===== src/rtl/tex_mem_arbiter.sv =====
// ============================================================================
// Module   : tex_mem_arbiter
// Brief    : Round-robin arbiter sharing one synchronous-read transform ROM
//            between two fetchers, with a 2-stage return-tag pipeline.
//            Optional ownership lock enabled by defining TEX_ARB_LOCK_EN.
// Revision : 1.0 - initial release
// ============================================================================
`default_nettype none

module tex_mem_arbiter #(
    parameter int ADDR_W = 8,
    parameter int DATA_W = 16
) (
    input  logic              clk,
    input  logic              rst,
    input  logic              req0,
    input  logic              req1,
    input  logic [ADDR_W-1:0] addr0,
    input  logic [ADDR_W-1:0] addr1,
    output logic              gnt0,
    output logic              gnt1,
    output logic              vld0,
    output logic              vld1,
    output logic [DATA_W-1:0] rdata,
    output logic [ADDR_W-1:0] mem_addr,
    input  logic [DATA_W-1:0] mem_dout,
    output logic              busy
`ifdef TEX_ARB_LOCK_EN
    ,
    input  logic              lock0,
    input  logic              lock1
`endif
);

    logic              r_last;
    logic              r_s1_valid;
    logic              r_s1_id;
    logic              r_s2_valid;
    logic              r_s2_id;
    logic [ADDR_W-1:0] r_mem_addr;
    logic              w_allow0;
    logic              w_allow1;
    logic              w_win0;
    logic              w_win1;
    logic              w_gnt0;
    logic              w_gnt1;

`ifdef TEX_ARB_LOCK_EN
    localparam logic [1:0] c_FREE = 2'd0;
    localparam logic [1:0] c_OWN0 = 2'd1;
    localparam logic [1:0] c_OWN1 = 2'd2;

    logic [1:0] r_state;
    logic [1:0] w_state_nxt;
    logic       w_held;

    always_ff @(posedge clk or posedge rst) begin
        if (rst) begin
            r_state <= c_FREE;
        end else begin
            r_state <= w_state_nxt;
        end
    end

    // An owner whose lock has dropped is arbitrated under free rules this cycle.
    always_comb begin
        w_allow0    = 1'b1;
        w_allow1    = 1'b1;
        w_held      = 1'b0;
        w_state_nxt = c_FREE;
        case (r_state)
            c_OWN0: if (lock0) begin
                w_allow1 = 1'b0;
                w_held   = 1'b1;
            end
            c_OWN1: if (lock1) begin
                w_allow0 = 1'b0;
                w_held   = 1'b1;
            end
            default: ;
        endcase
        if (w_held) begin
            w_state_nxt = r_state;
        end else if (w_gnt0 && lock0) begin
            w_state_nxt = c_OWN0;
        end else if (w_gnt1 && lock1) begin
            w_state_nxt = c_OWN1;
        end
    end
`else
    assign w_allow0 = 1'b1;
    assign w_allow1 = 1'b1;
`endif

    // On a tie the requester that was not granted last wins.
    always_comb begin
        w_win0 = req0 & w_allow0;
        w_win1 = req1 & w_allow1;
        w_gnt0 = w_win0 & (~w_win1 | r_last);
        w_gnt1 = w_win1 & (~w_win0 | ~r_last);
    end

    always_ff @(posedge clk or posedge rst) begin
        if (rst) begin
            r_last     <= 1'b1;
            r_mem_addr <= '0;
            r_s1_valid <= 1'b0;
            r_s1_id    <= 1'b0;
            r_s2_valid <= 1'b0;
            r_s2_id    <= 1'b0;
        end else begin
            if (w_gnt0 || w_gnt1) begin
                r_mem_addr <= w_gnt1 ? addr1 : addr0;
                r_last     <= w_gnt1;
            end
            r_s1_valid <= w_gnt0 | w_gnt1;
            r_s1_id    <= w_gnt1;
            r_s2_valid <= r_s1_valid;
            r_s2_id    <= r_s1_id;
        end
    end

    assign gnt0     = w_gnt0;
    assign gnt1     = w_gnt1;
    assign mem_addr = r_mem_addr;
    assign vld0     = r_s2_valid & ~r_s2_id;
    assign vld1     = r_s2_valid & r_s2_id;
    assign rdata    = r_s2_valid ? mem_dout : '0;
    assign busy     = r_s1_valid | r_s2_valid;

endmodule

`default_nettype wire


===== config.mk =====
export PLATFORM = sky130hd
export DESIGN_NAME = tex_mem_arbiter
export DESIGN_NICKNAME = d
export VERILOG_FILES = /design/src/rtl/tex_mem_arbiter.sv
export SDC_FILE = /design/constraint.sdc
export NUM_CORES = 1
export LEC_CHECK = 0
export ABC_AREA = 1
export CORE_MARGIN = 2
export CORE_UTILIZATION = 36
export CTS_BUF_LIST = sky130_fd_sc_hd__clkbuf_2 sky130_fd_sc_hd__clkbuf_4 sky130_fd_sc_hd__clkbuf_8
export CTS_CLUSTER_SIZE = 20
export DETAILED_ROUTE_END_ITERATION = 10
export PLACE_DENSITY_LB_ADDON = 0.15
export SETUP_SLACK_MARGIN = 0.15
export SYNTH_ARGS = -nofsm -noshare
export SYNTH_HDL_FRONTEND = slang
export SYNTH_SLANG_ARGS = --single-unit

===== constraint.sdc =====
create_clock -name clk -period 2.8 [get_ports clk]
set_clock_uncertainty 0.1 [all_clocks]
set_input_delay 0.56 -clock clk [delete_from_list [all_inputs] [get_ports clk]]
set_output_delay 0.56 -clock clk [all_outputs]
set_load 0.01 [all_outputs]

==> impl_results.md, run 1 <==
- Status: finished clean
- Hold_sp: r_s1_id
- Number of synthesized flops with an enable pin: 0
- DR pass1 iterations: 4
- Final setup TNS: 0 ns
- DRC: 0
- Die area: 0.002678 mm2
- H-Tree Depth: 1
- Register area share after synthesis: 0.3979
- Synth Cell Area: 820.8 um2
- Cts hold-fix bufs: 0
- Clock slew at reported path FFs: 0.08 ns
- Global-route wire length before repair: 3698 um
- Final Hold Viols: 0
- Via count: 944
- Hold Path Sink: r_s2_id
- ANT nets after route: 0
- Reg2reg setup slack: 1.59 ns
- Async set-reset flop share out of synthesis: 1.000
- Area share of the largest cell type after synthesis: 0.3659
- Highest clock rate: 417.1 MHz
- Arrival time at the worst endpoint: 1.74 ns
- FF-to-FF End: mem_addr[3]
- Die W: 51.75 um
- Crit-path leading delay family: buffers and inverters
- Crit Path Class: primary input to output port
- Mapped Cells: 121
- I/O pins: 65
- RSZ-0062 raised after global routing: no
- Period utilization: 0.8564
- Slowest CP cell: clkdlybuf4s50_1
- Die Ht: 51.75 um
- Reg-to-Reg Start: r_last
- Mean Syn Cell Area: 6.783 um2
- CP Capture Type: output port
- Hpwl dp: 1894 um
- Syn nets: 157
- Avg Vias per Cell: 4.330
- Most frequent cells after synthesis: 49 x nand2_1, 28 x inv_1, 12 x dfrtp_1
- Top-count cell post-synth: nand2_1
- CTS tree: yes
- CORE AREA: 0.002191 mm2
- Largest net degree at the start of global routing: 20
- Area leader, netlist: dfrtp_1
- Critical path's largest stage delay: 0.54 ns
- WL/cell: 10.39 um
- Initial antenna violation count: 0
- Prevailing post-synth register cell: dfrtp_1
- Critical Path Start Type: primary input
- Final Instance Area: 0.001533 mm2
- Peak VDD IR: 0.3997 mV
- Worst Hold Class: flop to flop
- Sink Count: 13
- Worst Path Required: 2.14 ns
- Starting Density: 0.3746
- YS warnings: 0
- Insertion delay to the later sink of the worst-skew pair: 0.28 ns
- Slew @ Worst Pin: 0.5181 ns
- WP buf/inv: 3
- Cell Chain, Critical Path: dlygate4sd2_1, nand2_8, nand2_4, inv_1, clkdlybuf4s50_1
- Rel. slew slack: 0.6546
- Cts bufs inserted: 3
- Max-slew violation count: 0
- Global route overflow: 0
- Share of cells above drive strength 1: 0.09474
- Crit-path max FO: 11
- Tmin final: 2.398 ns
- Count of cell types in the netlist: 16
- Hold depth: 0
- Synth-to-layout area growth: 86.74%
- DP Area: 0.001501 mm2
- CTS Buffer Depth: 2
- Number of diodes: 0
- Post-layout nets: 227
- Final setup viols: 0
- Root Driver: clkbuf_4
- Max-Cap Viols: 0
- Placer Congestion: 0.7129
- Number of synthesized register bits: 13
- Total Routing Usage GR: 0.1840
- IO Port Bufs: 64
- R2R depth: 5
- Power per Cell Area: 375.7 mW/mm2
- Final WL: 2265 um
- Filler Cell Count: 188
- Leak: 0.8402 nW
- First DRT Iteration DRCs: 11
- Rows: 17
- Vias in the first global route: 890
- Top cells by area, synth: dfrtp_1 37%, nand2_1 22%, inv_1 13%, nand4_1 6.1%, nand3_1 4.9%
cells in the final DEF, fill, tap and decap left out, types with 2 or more instances in the layout:
cell type	netlist	final
buf_4	1	6
clkdlybuf4s50_1	0	62
dfrtp_1	12	12
inv_2	2	2
nand4_1	8	8
nor2_1	3	3
nand3_1	8	8
clkbuf_4	0	4
nand2_1	49	49
inv_1	28	28
final cells by class:
type                       instances  area (um2)  area share
clock buffer                       4       30.03     0.01959
inverter                          30       112.6     0.07347
multi-input combinational         73       341.6      0.2229
sequential                        13       326.6      0.2131
tap                               28       35.03     0.02286
timing repair buffer              70       686.9      0.4482
worst max path at each step:
| stage | to | slack, ns | start | depth (start not counted) |
|---|---|---|---|---|
| after CTS | gnt1 | 0.16 | req1 | 4 |
| after detailed placement | gnt1 | 0.13 | req0 | 5 |
| after global routing | vld0 | 0.33 | r_s2_valid | 3 |
| final | gnt1 | 0.40 | req0 | 5 |
| after global placement | gnt1 | 0.15 | req0 | 5 |
| after floorplan | gnt1 | 1.20 | req0 | 4 |
metrics by stage:
| step | utilization | cells | hold slack (ns) | setup slack, ns | power, mW |
|---|---|---|---|---|---|
| 3_5_place_dp | 0.6853 | 214 | 0.2409 | 0.1264 | 0.4572 |
| 6_report | 0.6996 | 218 | 0.2693 | 0.4022 | 0.5759 |
| 5_1_grt | 0.6996 | 218 | 0.2791 | 0.3313 | 0.6172 |
| 3_3_place_gp | 0.6853 | 214 | 0.2328 | 0.1540 | 0.4539 |
| 2_1_floorplan | - | 121 | 0.2312 | 1.197 | 0.3190 |
| 4_1_cts | 0.6985 | 218 | 0.2714 | 0.1601 | 0.5832 |
kinds of logic (layout without fill, tap and decap cells):
family	count (synthesis)	count (layout)	synth area share
AOI/OAI and AO/OA	1	1	0.01067
buffers and inverters	35	104	0.1860
DFF	13	13	0.3979
and+or+nand+nor	72	72	0.4055
worst register-to-register path: cells and delay by family (launching register included):
kind                   cells  cell delay (ns)
buffers and inverters      1             0.19
flip-flops                 1             0.59
AND/OR/NAND/NOR            4             0.27
report_power, final:
group | switching [mW] | total (mW) | internal [mW]
sequential | 0.0169 | 0.227 | 0.210
clock | 0.0599 | 0.125 | 0.0649
combinational | 0.0903 | 0.224 | 0.134
total | 0.167 | 0.576 | 0.409
state kept, by name, summed over array words and instances (netlist names):
register	cells
r_last	1
r_s1_valid	1
r_s1_id	1
mem_addr	8
r_s2_valid	1
r_s2_id	1
routing by layer:
| metal | up-vias | share of wire | GRT usage |
|---|---|---|---|
| met5 | - | 0 | 0 |
| met4 | 0 | 0.0079 | 0.03947 |
| met3 | 4 | 0.064 | 0.04598 |
| met2 | 35 | 0.51 | 0.3483 |
| met1 | 410 | 0.42 | 0.2055 |
| li1 | 495 | - | - |
timing repair:
| item | CTS | global route |
|---|---|---|
| resized for setup | 1 | 1 |
| setup buffers | 0 | 0 |
| endpoints found under the setup margin | 1 | 1 |
| gates cloned | 0 | 0 |
Note: power is estimated with default switching activity, not from simulation.
==> run 2, diff against run 1 <==
==> constraint.sdc (replaced) <==
create_clock -name clk -period 2.9 [get_ports clk]
set_clock_uncertainty 0.1 [all_clocks]
set_input_delay 0.29 -clock clk [delete_from_list [all_inputs] [get_ports clk]]
set_output_delay 0.29 -clock clk [all_outputs]
set_load 0.01 [all_outputs]
==> run 2 against run 1 <==
Sequential power down 4%. Hold slack worse by 0.052 ns. Via count up 0.11%. Sequential share of layout area up 0.66 points. Register-to-register slack better by 0.04 ns. Die area unchanged. Critical path type unchanged.
==> impl_results.md, run 2 (synthesis gave the netlist of run 1 again) <==
- Status: finished clean (unchanged)
- First DRT Iteration DRCs: 14 (was 11)
- Crit-path max FO: 10 (was 11)
- Reg power frac: 0.399 (was 0.394)
- WL/cell: 10.30 um (was 10.39 um)
- Number of diodes: 0 (unchanged)
- Highest clock rate: 423.0 MHz
- Max reg flops: 8 (unchanged)
- Cell mode on critical path: clkdlybuf4s50_1
- Die W: 51.75 um (unchanged)
- Critical path's largest stage delay: 0.76 ns (was 0.54 ns)
- Total Routing Usage GR: 0.1707 (was 0.1840)
- Tmin final: 2.364 ns
- Root Driver: clkbuf_4 (unchanged)
- IO Port Bufs: 64 (unchanged)
- H-Tree Depth: 1 (unchanged)
- Max-slew violation count: 0 (unchanged)
- Final Util: 0.6785 (was 0.6996)
- Avg Vias per Cell: 4.458 (was 4.330)
- Comb pwr share: 0.383 (was 0.390)
- RSZ-0062 raised after global routing: no (unchanged)
- Reg2reg setup slack: 1.63 ns (was 1.59 ns)
- Crit-path leading delay family: buffers and inverters (unchanged)
- Sw power: 0.1594 mW (was 0.1670 mW)
- CTS tree: yes (unchanged)
- Most frequent cells in the layout: 64 x clkdlybuf4s50_1, 49 x nand2_1, 28 x inv_1 (was 62 x clkdlybuf4s50_1, 49 x nand2_1, 28 x inv_1)
- Die area: 0.002678 mm2 (unchanged)
- CP Capture Type: output port (unchanged)
- R2R depth: 5 (unchanged)
- ANT nets after route: 0 (unchanged)
- DP Area: 0.001456 mm2 (was 0.001501 mm2)
- Commonest non-fill, non-tap cell in the layout: clkdlybuf4s50_1 (unchanged)
- Hpwl dp: 1785 um (was 1894 um)
- Cell Chain, Critical Path: clkdlybuf4s50_1, inv_2, o21ai_2, clkdlybuf4s50_1 (was dlygate4sd2_1, nand2_8, nand2_4, inv_1, clkdlybuf4s50_1)
- Insertion delay to the later sink of the worst-skew pair: 0.28 ns (about the same)
- Rel. slew slack: 0.6409 (was 0.6546)
- Sink Count: 13 (unchanged)
- Global route overflow: 0 (unchanged)
- Sw Share: 0.2903 (was 0.2900)
- Critical Path Start Type: primary input (unchanged)
- Final setup viols: 0 (unchanged)
- CORE AREA: 0.002191 mm2 (unchanged)
- Synth-to-layout area growth: 81.10% (was 86.74%)
- Initial antenna violation count: 0 (unchanged)
- FF-to-FF End: mem_addr[1] (was mem_addr[3])
- Power share of the clock group: 0.218 (was 0.217)
- Worst Path Required: 2.51 ns (was 2.14 ns)
- I/O pins: 65 (unchanged)
- Clock slew at reported path FFs: 0.08 ns (about the same)
- Period utilization: 0.8153
- Final Instance Area: 0.001486 mm2 (was 0.001533 mm2)
- Leak: 0.8013 nW (was 0.8402 nW)
- Via count: 945 (was 944)
- DRC: 0 (unchanged)
- Max-Cap Viols: 0 (unchanged)
- Rows: 17 (unchanged)
- DR pass1 iterations: 4 (unchanged)
- Final setup TNS: 0 ns (unchanged)
- Design internal power: 0.3897 mW (was 0.4089 mW)
- Setup Fix Bufs, Post-CTS: 0 (unchanged)
- Cts hold-fix bufs: 0 (unchanged)
- WP buf/inv: 3 (unchanged)
- Reg-to-Reg Start: r_last (unchanged)
- Cts bufs inserted: 3 (unchanged)
- Peak VDD IR: 0.3291 mV (was 0.3997 mV)
- Worst Hold Class: primary input to asynchronous set/reset pin (was flop to flop)
- Arrival time at the worst endpoint: 1.97 ns (was 1.74 ns)
- Final WL: 2183 um (was 2265 um)
- CTS Buffer Depth: 2 (unchanged)
- Slowest CP cell: clkdlybuf4s50_1 (unchanged)
- Placer Congestion: 0.8501 (was 0.7129)
- Global-route wire length before repair: 3463 um (was 3698 um)
- Largest net degree at the start of global routing: 20 (unchanged)
- Final Hold Viols: 0 (unchanged)
- CTS-repair resized insts: 0 (was 1)
- Starting Density: 0.3746 (unchanged)
- Vias in the first global route: 820 (was 890)
- Power per Cell Area: 369.5 mW/mm2 (was 375.7 mW/mm2)
- Post-layout nets: 221 (was 227)
- Slew @ Worst Pin: 0.5370 ns (was 0.5181 ns)
- Crit Path Class: primary input to output port (unchanged)
- Share of cells above drive strength 1: 0.06522 (was 0.09474)
- Die Ht: 51.75 um (unchanged)
## run 2: cell count changes in the layout (fill, tap and decap cells not counted)
cell | before | now
buf_4 | 6 | 0
clkdlybuf4s50_1 | 62 | 64
dlygate4sd2_1 | 1 | 0
dlymetal6s2s_1 | 1 | 0
## run 2: worst reg2reg max path, cell delays in order (launching register included)
cell	delay (ns)
dfstp_2	0.59
nand2_8	0.12
nand2_4	0.16
nand2_1	0.08
nand2_1	0.07
nand2_1	0.05
## run 2: area by class of cell
| type | instances | area (um2) |
|---|---|---|
| inverters | 30 | 112.6 |
| fillers | 185 | 704.4 |
| multi-input cells | 73 | 341.6 |
| clock buffers | 4 | 30.03 |
| well taps | 28 | 35.03 |
| flip-flops and latches | 13 | 326.6 |
| repair buffers | 64 | 640.6 |
## run 2: worst max path at each step
stage,startpoint,endpoint,slack (ns),cells past startpoint
after floorplan,r_last,gnt1,1.70,3
after global placement,req0,gnt0,0.57,4
after detailed placement,req0,gnt0,0.55,4
after CTS,req0,gnt0,0.54,4
after global routing,req0,gnt0,0.45,4
final,req0,gnt0,0.54,4
## run 2: power groups by stage
| stage | registers (mW) | logic (mW) | clock network [mW] |
|---|---|---|---|
| after floorplan | 0.224 | 0.0837 | 0 |
| after global placement | 0.223 | 0.210 | 0 |
| after detailed placement | 0.223 | 0.211 | 0 |
| after CTS | 0.220 | 0.212 | 0.122 |
| after global routing | 0.222 | 0.229 | 0.133 |
| final | 0.219 | 0.210 | 0.120 |
## run 2: stage by stage
step / cells / power [mW] / setup WS (ns) / hold slack, ns
global placement: 208 / 0.4327 / 0.5742 / 0.2350
global route: 212 / 0.5843 / 0.4456 / 0.2841
detailed placement: 208 / 0.4341 / 0.5525 / 0.2442
finish: 212 / 0.5492 / 0.5357 / 0.2177
CTS: 212 / 0.5541 / 0.5404 / 0.2449
floorplan: 121 / 0.3080 / 1.701 / 0.06624
## run 2: routing by layer
metal,vias to the layer above,track usage,wire length [um]
met5,-,0,0
met4,0,0.03509,8
met3,2,0.04023,189
met2,47,0.2949,1062
met1,414,0.2172,923
li1,482,-,-
==> RTL edit 1: new RTL, config.mk and constraints of run 2 <==
The parameter `DATA_W` goes from 16 to 24.
--- a/src/rtl/tex_mem_arbiter.sv
+++ b/src/rtl/tex_mem_arbiter.sv
@@ -10,5 +10,5 @@
 module tex_mem_arbiter #(
     parameter int ADDR_W = 8,
-    parameter int DATA_W = 16
+    parameter int DATA_W = 24
 ) (
     input  logic              clk,
Ports: changed (resized mem_dout and rdata); port bits go from 65 to 81. No check against the original RTL was run, so the function may have changed too.
==> RTL edit 1 against run 2 <==
Design area grew 15%. First-iteration DRC count shrank 21%. Worst setup slack lost 0.0067 ns. Power grew 5.4%. Critical path depth is the same. Wire length grew 17%. Sequential cell count is the same. Synthesized area grew 7.9%. Synthesized cell count grew 14%. Critical endpoint unchanged. Largest cell class unchanged.
==> RTL edit 1: results (changes against run 2) <==
[run_status]
run_status = complete, no violations

[synth]
synthTopCellsByCount = nand2_1 (57), inv_1 (36), dfrtp_1 (12)
synth_area_leaders = dfrtp_1 (34%), nand2_1 (24%), inv_1 (15%)
synth_area_per_cell_sq_um = 6.42  ; -5.4%
syn_nets = 182  ; +16%
yosysSeqAreaShare_pct = 36.9  ; -2.9 points

[cts]
htree_levels = 1  ; unchanged

[cells_and_area]
drive_gt1_share_pct = 5.56  ; -0.97 points
fillers = 178  ; -3.8%
nNetsFinal = 261  ; +18%
syn_to_final_growth_pct = 92.4

[timing]
slew_headroom_pct = 51.9  ; -12 points
fin_crit_sh_pct = 81.8  ; +0.23 points

[route]
wl_um = 2550  ; +17%
drt_iter0_drc = 11  ; -3
num_vias = 1099  ; +16%
routedWlPerCell_um = 10.5  ; +1.5%

[place]
dpl.hpwl_um = 2170  ; +21%
pre_cts_ws_ns = 0.529  ; -0.0231 ns
placedCellCount = 240  ; +15%
portBuffers = 80  ; +25%
place.gp.congestion = 0.838  ; -1.5%

[global_route]
grt_pass1_vias = 936  ; +14%
track_usage_pct = 18.5  ; +1.4 points
grt_pass1_wl_um = 3940  ; +14%
grt_max_degree = 28  ; +40%

[pwr]
p_leak_uw = 0.000940  ; +17%
ir_drop_mv = 0.341  ; +3.6%

==> RTL edit 1: cell types whose count changed after synthesis, sizes merged <==
cell   change
inv        +8
buf        +1
nand2      +8
==> RTL edit 1: path summary, 6_finish.rpt <==
kind | start | to | slack (ns) | cells after the start
max | req0 | gnt0 | 0.53 | 4
min | rst | mem_addr[5]$_DFFE_PP0P_ | 0.22 | 2
max reg2reg | r_last$_DFFE_PP1P_ | mem_addr[4]$_DFFE_PP0P_ | 1.65 | 5
min reg2reg | r_s1_id$_DFF_PP0_ | r_s2_id$_DFF_PP0_ | 0.26 | 0
max in group asynchronous | rst | r_last$_DFFE_PP1P_ | 2.14 | 2
min in group clk | r_s1_id$_DFF_PP0_ | r_s2_id$_DFF_PP0_ | 0.26 | 0
==> RTL edit 1: power breakdown <==
group          total [uW]  internal, uW  switching (uW)
registers             221           203            18.0
clock network         110          51.1            58.9
logic                 248           149            98.6
total                 579           403             176
==> RTL edit 1: cell families after synthesis <==
kind of cell / after synthesis / share of synthesized area, %
buf+inv: 44 / 21.2
compound gates: 1 / 0.989
simple gates: 80 / 41.0
flops: 13 / 36.9
==> RTL edit 1: layer usage <==
| layer | up-vias | part of all wire, % | track usage (%) | routed length (um) |
|---|---|---|---|---|
| met1 | 478 | 39 | 21.2 | 989 |
| met3 | 3 | 13 | 5.56 | 336 |
| met4 | 0 | 0.55 | 5.13 | 14 |
| li1 | 557 | - | - | - |
| met5 | - | 0 | 0 | 0 |
| met2 | 61 | 47 | 33.1 | 1210 |
==> RTL edit 1: final cells by class <==
type / count / share of cell area [%]
Clock buffer: 3 / 1.32
Clock inverter: 1 / 0.294
Inverter: 38 / 8.37
Multi-Input combinational cell: 81 / 21.8
Sequential cell: 13 / 19.2
Tap cell: 28 / 2.06
Timing Repair Buffer: 80 / 47.0
==> RTL edit 2: new RTL, config.mk and constraints of run 2 <==
Without the edit above. Add a define of `TEX_ARB_LOCK_EN`.
--- a/src/rtl/tex_mem_arbiter.sv
+++ b/src/rtl/tex_mem_arbiter.sv
@@ -7,4 +7,6 @@
 // ============================================================================
 `default_nettype none
+
+`define TEX_ARB_LOCK_EN
 
 module tex_mem_arbiter #(
Interface: changed (added lock0 and lock1); port bits go from 65 to 67. No check against the original RTL was run, so the function may have changed too.
==> RTL edit 2 against run 2 <==
Clock power up 6%. Wire length rose by 11%. Worst setup slack gained 0.0022 ns. Design area rose by 6.6%. Sequential cell count is 2 higher. Power rose by 17%. Non-clock buffer count up 2. Synthesized area is 5.9% higher. Sequential share of layout area increased by 1.8 points. Largest power group unchanged. Count of clock-buffer cells in the layout unchanged. Combinational power grew 21%. Sequential power up 20%.
==> RTL edit 2: results (changes against run 2) <==
[hold_path]
min_path_cells = 0
hp-start = r_s1_id$_DFF_PP0_
min-delay-path-class = reg -> reg
worstHoldEndpoint = r_s2_id$_DFF_PP0_

[cells_and_area]
num_antenna_cells = 0  ; unchanged
nNetsFinal = 227  ; +2.7%
largest_reg_flops = 8  ; unchanged
drive_gt1_share_pct = 8.06  ; +1.5 points
stdcell_count = 214  ; +0.94%

[run_status]
run_status = complete, no violations

[critical_path]
r2r_end = mem_addr[4]$_DFFE_PP0P_
rr_worst_depth = 8  ; +3
r2r_slack_ns = 1.37  ; -0.26 ns
slowest_delay_ns = 0.52  ; -0.24 ns
cp_top_family = buffers and inverters
r2r-start = r_state[1]$_DFFE_PP0N_

[synth]
synth_cell_types = 19  ; +3
yosysSeqAreaShare_pct = 43.3  ; +3.5 points
synthTopCellsByCount = nand2_1 (35), inv_1 (26), nand3_1 (24)
synth_area_leaders = dfrtp_1 (40%), nand2_1 (15%), nand3_1 (14%)
syn_nets = 158  ; +0.64%
synth_area_per_cell_sq_um = 7.37  ; +8.6%

[place]
place.gp.congestion = 0.858  ; +0.87%
dpl.hpwl_um = 2000  ; +12%
placedInstanceArea_sq_um = 1560  ; +6.8%
portBuffers = 66  ; +3.1%

[global_route]
antenna_found_initial = 0  ; unchanged
track_usage_pct = 18.6  ; +1.5 points
grt_max_degree = 20  ; unchanged
grt_pass1_vias = 898  ; +9.5%
grt_pass1_wl_um = 3790  ; +9.4%

[cts]
clkTransAtPathRegs_ns = 0.08  ; about the same
clockBufferDepth = 2  ; unchanged
numCtsBuffers = 3  ; unchanged

[pwr]
p_leak_uw = 0.000830  ; +3.6%
ir_drop_mv = 0.305  ; -7.4%

[timing]
slew_headroom_pct = 62.8  ; -1.3 points

[route]
viasPerCell = 4.69  ; +5.1%
wl_um = 2420  ; +11%
drt_iter0_drc = 23  ; +9
first_pass_iters = 4  ; unchanged

## RTL edit 2: where the power goes
part	switching [uW]	internal (uW)	total [uW]
clock	64.6	62.7	127
sequential	21.1	241	262
combinational	108	147	255
## RTL edit 2: metrics by stage
stage	util, %	setup slack, ns	hold slack (ns)	total power [uW]
floorplan	-	1.46	0.0908	368
global placement	69.0	0.669	0.233	517
detailed placement	69.0	0.632	0.239	523
CTS	70.3	0.515	0.259	649
global route	70.3	0.421	0.271	688
finish	70.3	0.538	0.254	644
## RTL edit 2: per-layer routing
layer  up-vias  wire (um)  track usage [%]
li1        496          -                -
met1       438        988             21.5
met2        63       1150             32.5
met3         6        250             4.80
met4         0         37             7.26
met5         -          0                0
## RTL edit 2: kinds of logic (layout without fill, tap and decap cells)
group	count (synthesis)	count (layout)	synth area share, %
flops	15	15	43.3
simple gates	68	68	37.3
buf+inv	31	99	14.1
compound gates	2	2	2.45
fa+ha+maj	2	2	2.88
## RTL edit 2: worst max-delay path by stage
| stage | startpoint | endpoint | slack [ns] | cells past startpoint |
|---|---|---|---|---|
| after floorplan | r_state[0]$_DFFE_PP0N_ | gnt1 | 1.46 | 4 |
| after CTS | r_state[1]$_DFFE_PP0N_ | gnt1 | 0.52 | 6 |
| after global placement | req1 | gnt1 | 0.67 | 6 |
| final | r_state[1]$_DFFE_PP0N_ | gnt1 | 0.54 | 6 |
| after detailed placement | req1 | gnt1 | 0.63 | 6 |
| after global routing | r_state[1]$_DFFE_PP0N_ | gnt1 | 0.42 | 6 |
## RTL edit 2: cell type report
| type | count | area, sq um |
|---|---|---|
| fill | 209 | 669 |
| timing repair buffer | 66 | 661 |
| sequential | 15 | 377 |
| tap | 28 | 35.0 |
| clock buffer | 4 | 30.0 |
| inverter | 29 | 113 |
| multi-input combinational | 72 | 370 |
